<file path="src/rtl/usr_pkg.sv">
// Shared types for the universal shift register: operation modes and
// burst FSM states.
package usr_pkg;

  localparam int USR_MODE_W = 3;

  typedef enum logic [USR_MODE_W-1:0] {
    M_HOLD  = 3'd0,
    M_SHR   = 3'd1,
    M_SHL   = 3'd2,
    M_LOAD  = 3'd3,
    M_ROTR  = 3'd4,
    M_ROTL  = 3'd5,
    M_ASHR  = 3'd6,
    M_CLEAR = 3'd7
  } usr_mode_e;

  typedef enum logic [1:0] {
    S_IDLE = 2'd0,
    S_BUSY = 2'd1,
    S_DONE = 2'd2
  } usr_state_e;

  // Only shifts and rotates can be repeated as a burst.
  function automatic logic is_burst_mode(usr_mode_e m);
    return m inside {M_SHR, M_SHL, M_ROTR, M_ROTL, M_ASHR};
  endfunction

endpackage

</file>
<file path="src/rtl/usr_burst_ctrl.sv">
// Burst sequencer: tracks remaining steps and tells the datapath
// when and which operation to apply each cycle.
module usr_burst_ctrl
  import usr_pkg::*;
#(
  parameter int WIDTH = 8,
  parameter int CW    = $clog2(WIDTH + 1)
) (
  input  logic          clk,
  input  logic          rst,
  input  usr_mode_e     mode,
  input  logic          start,
  input  logic [CW-1:0] count,
  output logic          step_en,
  output usr_mode_e     step_mode,
  output logic          busy,
  output logic          done
);

  localparam logic [CW-1:0] CMAX = CW'(WIDTH);
  localparam logic [CW-1:0] ONE  = CW'(1);

  usr_state_e    state;
  usr_mode_e     mode_q;
  logic [CW-1:0] rem_q;
  logic [CW-1:0] cnt_sat;
  logic          burst_req;

  assign cnt_sat   = (count > CMAX) ? CMAX : count;
  assign burst_req = (state != S_BUSY) && start
                   && is_burst_mode(mode);

  always_comb begin
    step_en   = 1'b1;
    step_mode = mode;
    if (state == S_BUSY) begin
      step_mode = mode_q;
    end else if (burst_req) begin
      step_en = (cnt_sat != '0);
    end
  end

  // rem_q holds the steps still owed, including the one taken this cycle.
  always_ff @(posedge clk) begin
    if (rst) begin
      state  <= S_IDLE;
      mode_q <= M_HOLD;
      rem_q  <= '0;
      busy   <= 1'b0;
      done   <= 1'b0;
    end else begin
      unique case (state)
        S_BUSY: begin
          if (rem_q == ONE) begin
            state <= S_DONE;
            rem_q <= '0;
            busy  <= 1'b0;
            done  <= 1'b1;
          end else begin
            rem_q <= rem_q - ONE;
          end
        end
        default: begin
          if (burst_req) begin
            mode_q <= mode;
            if (cnt_sat > ONE) begin
              state <= S_BUSY;
              rem_q <= cnt_sat - ONE;
              busy  <= 1'b1;
              done  <= 1'b0;
            end else begin
              state <= S_DONE;
              rem_q <= '0;
              busy  <= 1'b0;
              done  <= 1'b1;
            end
          end else begin
            state <= S_IDLE;
            rem_q <= '0;
            busy  <= 1'b0;
            done  <= 1'b0;
          end
        end
      endcase
    end
  end

endmodule

</file>
<file path="src/rtl/univ_shift_reg_p.sv">
// Universal shift register with multi-step bursts.
// Define USR_PARITY_EN to add a registered parity output.
module univ_shift_reg_p
  import usr_pkg::*;
#(
  parameter int WIDTH = 8,
  parameter int CW    = $clog2(WIDTH + 1)
) (
  input  logic             clk,
  input  logic             rst,
  input  logic [2:0]       mode,
  input  logic [WIDTH-1:0] data_in,
  input  logic             msb_in,
  input  logic             lsb_in,
  input  logic             start,
  input  logic [CW-1:0]    count,
  output logic [WIDTH-1:0] data_out,
  output logic             msb_out,
  output logic             lsb_out,
  output logic             busy,
  output logic             done
`ifdef USR_PARITY_EN
  ,
  output logic             parity
`endif
);

  usr_mode_e        mode_e;
  usr_mode_e        step_mode;
  logic             step_en;
  logic [WIDTH-1:0] q;
  logic [WIDTH-1:0] d_next;

  assign mode_e = usr_mode_e'(mode);

  usr_burst_ctrl #(
    .WIDTH(WIDTH),
    .CW   (CW)
  ) u_ctrl (
    .clk      (clk),
    .rst      (rst),
    .mode     (mode_e),
    .start    (start),
    .count    (count),
    .step_en  (step_en),
    .step_mode(step_mode),
    .busy     (busy),
    .done     (done)
  );

  always_comb begin
    d_next = q;
    if (step_en) begin
      unique case (step_mode)
        M_HOLD:  d_next = q;
        M_SHR:   d_next = {msb_in, q[WIDTH-1:1]};
        M_SHL:   d_next = {q[WIDTH-2:0], lsb_in};
        M_LOAD:  d_next = data_in;
        M_ROTR:  d_next = {q[0], q[WIDTH-1:1]};
        M_ROTL:  d_next = {q[WIDTH-2:0], q[WIDTH-1]};
        M_ASHR:  d_next = {q[WIDTH-1], q[WIDTH-1:1]};
        M_CLEAR: d_next = '0;
      endcase
    end
  end

  always_ff @(posedge clk) begin
    if (rst) q <= '0;
    else     q <= d_next;
  end

`ifdef USR_PARITY_EN
  always_ff @(posedge clk) begin
    if (rst) parity <= 1'b0;
    else     parity <= ^d_next;
  end
`endif

  assign data_out = q;
  assign msb_out  = q[WIDTH-1];
  assign lsb_out  = q[0];

endmodule

</file>
<file path="config.mk">
export PLATFORM = sky130hd
export DESIGN_NAME = univ_shift_reg_p
export DESIGN_NICKNAME = d
export VERILOG_FILES = /design/src/rtl/usr_pkg.sv /design/src/rtl/usr_burst_ctrl.sv /design/src/rtl/univ_shift_reg_p.sv
export SDC_FILE = /design/constraint.sdc
export NUM_CORES = 1
export LEC_CHECK = 0
export CORE_MARGIN = 2
export CORE_UTILIZATION = 30
export CTS_CLUSTER_DIAMETER = 60
export DETAILED_ROUTE_END_ITERATION = 7
export GPL_ROUTABILITY_DRIVEN = 1
export HOLD_SLACK_MARGIN = 0.02
export PLACE_DENSITY_LB_ADDON = 0.05
export SYNTH_ARGS = -nofsm -noshare
export SYNTH_HDL_FRONTEND = slang
export SYNTH_HIERARCHICAL = 1
export SYNTH_SLANG_ARGS = --single-unit
</file>
<file path="constraint.sdc">
create_clock -name clk -period 2.04 [get_ports clk]
set_input_delay 0.408 -clock clk [delete_from_list [all_inputs] [get_ports clk]]
set_output_delay 0.408 -clock clk [all_outputs]
set_load 0.05 [all_outputs]
</file>
==> results of run 1 <==
==> worst reg2reg max path, cell delays in order, from the launching register on <==
cell and delay, ns:
dfxtp_2 0.33, nand2b_4 0.18, mux2_2 0.46, or2_1 0.37, a21o_1 0.20, a41oi_1 0.20
==> cells in the mapped netlist (all sizes together) (2+ instances only) <==
library cell / n
a21o: 7
a21oi: 4
a22oi: 2
a41oi: 6
and3b: 3
buf: 11
dfxtp: 17
ha: 4
inv: 4
mux2: 4
mux2i: 2
nand2: 12
nand2b: 3
nand3: 7
nor2: 6
nor3: 2
nor3b: 2
o21ai: 15
o31ai: 2
o32ai: 2
or3: 3
xnor2: 2
==> per-stage QoR <==
| stage | setup WS, ns | area (um^2) | hold slack (ns) | util, % |
|---|---|---|---|---|
| 6_report | 0.1133 | 1630 | 0.4623 | 43.87 |
| 5_1_grt | -0.01515 | 1630 | 0.4945 | 43.87 |
| 4_1_cts | 0.1088 | 1630 | 0.4658 | 43.87 |
| 3_5_place_dp | -0.1590 | 1584 | 0.4551 | 42.63 |
| 3_3_place_gp | -0.1845 | 1584 | 0.4469 | 42.63 |
| 2_1_floorplan | 0.01500 | 1180 | 0.4338 | - |
==> area by class of cell <==
cell class	count	share of cell area (%)
inverter	4	0.9210
multi-input combinational	103	44.74
clock buffer	3	2.533
sequential	17	20.95
tap	48	3.684
timing repair buffer	48	26.86
clock inverter	1	0.3070
==> sequential cells by signal, indices dropped and copies added, names as in the netlist <==
signal / cells
data_out: 8
u_ctrl/done: 1
u_ctrl/mode_q: 3
u_ctrl/rem_q: 4
u_ctrl/state: 1
==> layer usage <==
metal  vias up  routed length (um)  part of all wire (%)
met5         -                   0                     0
met3         0                 181                   6.2
met2        38                1264                    43
li1        578                   -                     -
met1       535                1497                    51
met4         0                   0                     0
==> worst max-delay path by stage <==
stage,end,depth (start not counted)
after floorplan,data_out[7]$_SDFFE_PP0P_,7
after global placement,data_out[1]$_SDFFE_PP0P_,7
after detailed placement,data_out[1]$_SDFFE_PP0P_,7
after CTS,data_out[1]$_SDFFE_PP0P_,7
after global routing,data_out[6]$_SDFFE_PP0P_,7
final,data_out[3]$_SDFFE_PP0P_,7
==> logic make-up (layout without fill, tap and decap cells) <==
| logic type | after synthesis | after routing | share of synthesized area (%) |
|---|---|---|---|
| and+or+nand+nor | 45 | 45 | 23.14 |
| DFF | 17 | 17 | 28.88 |
| buffers and inverters | 16 | 56 | 9.234 |
| muxes | 6 | 6 | 5.838 |
| adders and majority gates | 4 | 4 | 4.246 |
| xor gates and xnor gates | 3 | 3 | 2.230 |
| AOI/OAI and AO/OA | 45 | 45 | 26.43 |
==> power by group through the flow <==
stage / Sequential (mW) / Clock [mW] / Combinational [mW]
CTS: 0.400 / 0.268 / 0.477
finish: 0.400 / 0.256 / 0.477
floorplan: 0.485 / 0 / 0.247
global placement: 0.407 / 0 / 0.475
detailed placement: 0.408 / 0 / 0.475
global route: 0.406 / 0.277 / 0.515
==> cells in the final DEF (no fill, tap or decap), drive strengths merged, types with 2 or more instances in the layout <==
cell and instances:
clkbuf 3, o31ai 2, nand2 12, o21ai 15
a22oi 2, a21oi 4, nor3 2, buf 17
nand3 7, mux2i 2, ha 4, inv 4
a41oi 6, or3 3, nand2b 3, o32ai 2
nor2 6, clkdlybuf4s50 31, xnor2 2, nor3b 2
dfxtp 17, a21o 7, and3b 3, mux2 4
==> results.yml, run 1 <==
grt:
  use_met1_pct: 20.99
  grt_pass1_wl_mm: 4.995
  grt_pass1_vias: 1063
  grtUsageMet2_pct: 22.38
  track_usage_pct: 14.71
  grt.busiest_layer: "met2"
  grtUsageMet3_pct: 3.547
  grt_max_degree: 12
  antenna_found_initial: 0
  overflow: 0
setup_path:
  critPathLaunch: "mode[0]"
  r2r_slack_ns: 0.23
  cp.required_ns: 2.22
  worstReg2RegStart: "u_ctrl/done$_SDFFE_PP0P_"
  cp.arrival_ns: 2.11
  path_cells: "clkdlybuf4s50_1, or3_4, and4_4, nand3_1, o31a_1, o21ai_0, a41oi_1"
  end_kind: "flop"
  cpMaxStageDelayCell: "clkdlybuf4s50_1"
  crit_type: "in -> reg"
  worstReg2RegEnd: "data_out[3]$_SDFFE_PP0P_"
  path_buf_inv: 1
  worstRegToRegCells: 5
  crit_path_start_kind: "input pin"
  crit_family: "simple AND/OR/NAND/NOR gates"
  critPathMaxStageDelay_ns: 0.43
  cp_max_fo: 8
timing:
  slew_viol_final: 0
  rsz0062_at_grt: "yes"
  slew_headroom_pct: 66.82
  hold_viol: 0
  worstMarginPinSlew_ns: 0.4962
  period_needed_ns: 1.927
  fin_crit_sh_pct: 94.45
  setup_viol: 0
  finalClockSkew_ns: 0.003246
  fmax_mhz: 519.0
  tns_ns: 0
power_and_ir_drop:
  p_switching_uw: 416.5
  pwr-share-clk_pct: 22.6
  total_power_mw: 1.133
  power_leakage_nw: 0.6209
  peakVddDrop_uv: 387.0
  power.share.switching_pct: 36.75
  powerDensity_nw_per_um2: 695.1
  p_comb_share_pct: 42.1
  intPower_uw: 716.7
  p_seq_share_pct: 35.3
route:
  drt_iter0_drc: 103
  drt_first_pass_iters: 4
  wire_per_inst_um: 13.14
  via_count: 1151
  routed_via_density: 5.138
  drcViolationCount: 0
  drt-total-wl_mm: 2.943
  drtAntennaViolNets: 0
die:
  die_area_um2: 4446
  start_util_pct: 31.72
  ios: 32
  die_h_um: 66.68
  core_area_um2: 3716
  rows: 22
  fp.dieW_um: 66.68
synthesis:
  yosysTopAreaCell: "dfxtp_1"
  syn-num-nets: 160
  ys_seq_elements: 17
  synth_cell_types: 49
  synthesis.area_um2: 1179
  seq_area_frac_synth_pct: 28.87
  synth_edf_count: 0
  async_reset_ff_share_pct: 0
  yosysWarnings: 6
  synth-main-ff-cell: "dfxtp_1"
  synthCells: 136
  yosys-top-cells-area: "dfxtp_1, o21ai_0, a21o_1, a41oi_1, ha_1"
  synth_top_area_share_pct: 28.87
  post_synth.cell_area_avg_um2: 8.666
cells_and_area:
  final_cells: 224
  seqCellArea_um2: 341.6
  nNetsFinal: 201
  area_growth_pct: 38.32
  fill_cells: 384
  drive_gt1_share_pct: 19.89
  antennaDiodeCount: 0
  multi_input_area_um2: 729.5
cts:
  clk_latency_ns: 0.25
  cts_buffer_depth: 2
  h-tree-depth: 1
  cts-root-buf: "clkbuf_8"
  clk_pin_slew_worst_paths_ns: 0.07
  hold_buffers: 0
  clkSinkCount: 17
  postCtsSetupRepairBufs: 0
  cts_made_buffers: 3
  cts_resized: 0
  cts_tree: "built"
placed_design:
  io_buffers: 31
  dp.cells: 220
  place_congestion: 0.7751
  place_hpwl_mm: 2.230
flow_run:
  max_cap_viol_count: 0
hold_path:
  hold_path.class: "reg -> reg"
  hold_path_depth: 2
  min-delay-start: "u_ctrl/mode_q[2]$_SDFFE_PP0P_"
  min_to: "u_ctrl/mode_q[2]$_SDFFE_PP0P_"
outcome:
  status: "complete, no violations"
No activity file was read; power rests on OpenSTA's default activity.
==> run 2, diff against run 1 <==
--- a/config.mk
+++ b/config.mk
@@ -5,13 +5,17 @@
 export SDC_FILE = /design/constraint.sdc
 export NUM_CORES = 1
 export LEC_CHECK = 0
+export CELL_PAD_IN_SITES_DETAIL_PLACEMENT = 1
+export CELL_PAD_IN_SITES_GLOBAL_PLACEMENT = 2
 export CORE_MARGIN = 2
-export CORE_UTILIZATION = 30
+export CORE_UTILIZATION = 29
+export CTS_BUF_LIST = sky130_fd_sc_hd__clkbuf_4
 export CTS_CLUSTER_DIAMETER = 60
 export DETAILED_ROUTE_END_ITERATION = 7
 export GPL_ROUTABILITY_DRIVEN = 1
 export HOLD_SLACK_MARGIN = 0.02
 export PLACE_DENSITY_LB_ADDON = 0.05
+export REMOVE_ABC_BUFFERS = 1
 export SYNTH_ARGS = -nofsm -noshare
 export SYNTH_HDL_FRONTEND = slang
 export SYNTH_HIERARCHICAL = 1
==> run 2 against run 1 <==
Compared with the run above: die area is 3.2% higher; sequential power hardly changed; clock power is 23% lower; fmax is 1.6% lower; total power is 4.1% lower; non-clock buffer count is 3 higher; final area is 0.61% higher; critical path type is now reg -> out.
==> results.yml, run 2 (synthesis gave the netlist of run 1 again) <==
outcome:
  status: "complete, no violations"
setup_path:
  cp_max_fo: 5
  crit_type: "reg -> out"
  end_kind: "primary output"
  cp.depth: 1
  cpMaxStageDelayCell: "clkdlybuf4s50_1"
  crit_path_start_kind: "flop"
  worstRegToRegCells: 6
  path_buf_inv: 1
  r2r_slack_ns: 0.21
  critPathMaxStageDelay_ns: 0.84
  worstReg2RegStart: "u_ctrl/done$_SDFFE_PP0P_"
  cp.required_ns: 1.63
  crit_family: "buffers and inverters"
  worstReg2RegEnd: "data_out[6]$_SDFFE_PP0P_"
  cp.arrival_ns: 1.55
  path_cells: "clkdlybuf4s50_1"
cells_and_area:
  drive_gt1_share_pct: 20.67
  final_common_cell: "clkdlybuf4s50_1"
  nNetsFinal: 204
  multi_input_area_um2: 729.5
  layout_common_cells: "clkdlybuf4s50_1, buf_4, dfxtp_1, o21ai_0, nand2_1"
  area_growth_pct: 39.17
  antennaDiodeCount: 0
  fill_cells: 479
  seqCellArea_um2: 340.3
  stdcell_area_um2: 1640
  final_cells: 229
  largest_reg_flops: 8
timing:
  fin_crit_sh_pct: 95.97
  finalWorstSetupSlack_ns: 0.08230
  hold_viol: 0
  slew_viol_final: 0
  finalClockSkew_ns: 0.003047
  rsz0062_at_grt: "no"
  worstMarginPinSlew_ns: 0.5177
  period_needed_ns: 1.958
  fmax_mhz: 510.8
  slew_headroom_pct: 65.43
  tns_ns: 0
  setup_viol: 0
grt:
  grt_pass1_vias: 1213
  antenna_found_initial: 0
  grt_pass1_wl_mm: 5.851
  track_usage_pct: 16.82
  overflow: 0
  grt_max_degree: 12
die:
  ios: 32
  fp.dieW_um: 67.75
  die_area_um2: 4590
  core_area_um2: 3943
  die_h_um: 67.75
  start_util_pct: 29.90
  rows: 23
hold_path:
  min-delay-start: "u_ctrl/mode_q[2]$_SDFFE_PP0P_"
  min_to: "u_ctrl/mode_q[2]$_SDFFE_PP0P_"
  hold_path_depth: 2
  hold_path.class: "reg -> reg"
flow_run:
  max_cap_viol_count: 0
cts:
  clk_latency_ns: 0.30
  hold_buffers: 0
  cts_buffer_depth: 2
  cts_tree: "built"
  clk_pin_slew_worst_paths_ns: 0.12
  cts_made_buffers: 3
  h-tree-depth: 1
  clkSinkCount: 17
  cts-root-buf: "clkbuf_4"
route:
  drtAntennaViolNets: 0
  via_count: 1190
  wire_per_inst_um: 15.07
  drcViolationCount: 0
  drt_iter0_drc: 40
  routed_via_density: 5.197
  drt-total-wl_mm: 3.452
  drt_first_pass_iters: 4
placed_design:
  io_buffers: 31
  dp.cells: 224
  place_hpwl_mm: 2.640
  place_congestion: 0.7147
  dp_slack_ns: -0.2453
  detailed_place.area_um2: 1600
power_and_ir_drop:
  peakVddDrop_uv: 325.4
  powerDensity_nw_per_um2: 662.8
  power_leakage_nw: 0.6589
  total_power_mw: 1.087
## run 2: power breakdown
part           switching (mW)  internal [mW]
Combinational           0.270          0.221
Clock                   0.123         0.0731
Sequential             0.0327          0.368
## run 2: cell type report
| cell class | count | share of cell area (%) |
|---|---|---|
| Clock buffer | 3 | 1.373 |
| Clock inverter | 1 | 0.3051 |
| Inverter | 4 | 0.9153 |
| Multi-Input combinational cell | 103 | 44.47 |
| Sequential cell | 17 | 20.75 |
| Tap cell | 50 | 3.814 |
| Timing Repair Buffer | 51 | 28.38 |
## run 2: per-stage QoR
step	util, %	hold WS [ns]
finish	41.61	0.4724
global placement	40.59	0.4375
detailed placement	40.59	0.4571
floorplan	-	0.4278
CTS	41.29	0.4744
global route	41.61	0.4986
## run 2: worst max path at each step
stage | start | end | slack (ns)
floorplan | u_ctrl/done$_SDFFE_PP0P_ | data_out[7]$_SDFFE_PP0P_ | -0.11
global placement | mode[0] | data_out[4]$_SDFFE_PP0P_ | -0.18
detailed placement | mode[0] | data_out[5]$_SDFFE_PP0P_ | -0.25
CTS | data_out[0]$_SDFFE_PP0P_ | data_out[0] | 0.03
global route | data_out[7]$_SDFFE_PP0P_ | data_out[7] | 0.01
finish | data_out[7]$_SDFFE_PP0P_ | data_out[7] | 0.08
## run 2: routing by layer
| metal | track usage, % | up-vias | share of wire, % |
|---|---|---|---|
| li1 | - | 587 | - |
| met1 | 19.88 | 577 | 42 |
| met2 | 30.76 | 24 | 53 |
| met3 | 3.500 | 2 | 4.4 |
| met4 | 3.827 | 0 | 0.64 |
| met5 | 0 | - | 0 |
## run 2: timing repair
item,in CTS,in global routing
endpoints found under the setup margin,0,6
buffers inserted,0,1
gates resized for setup,0,3
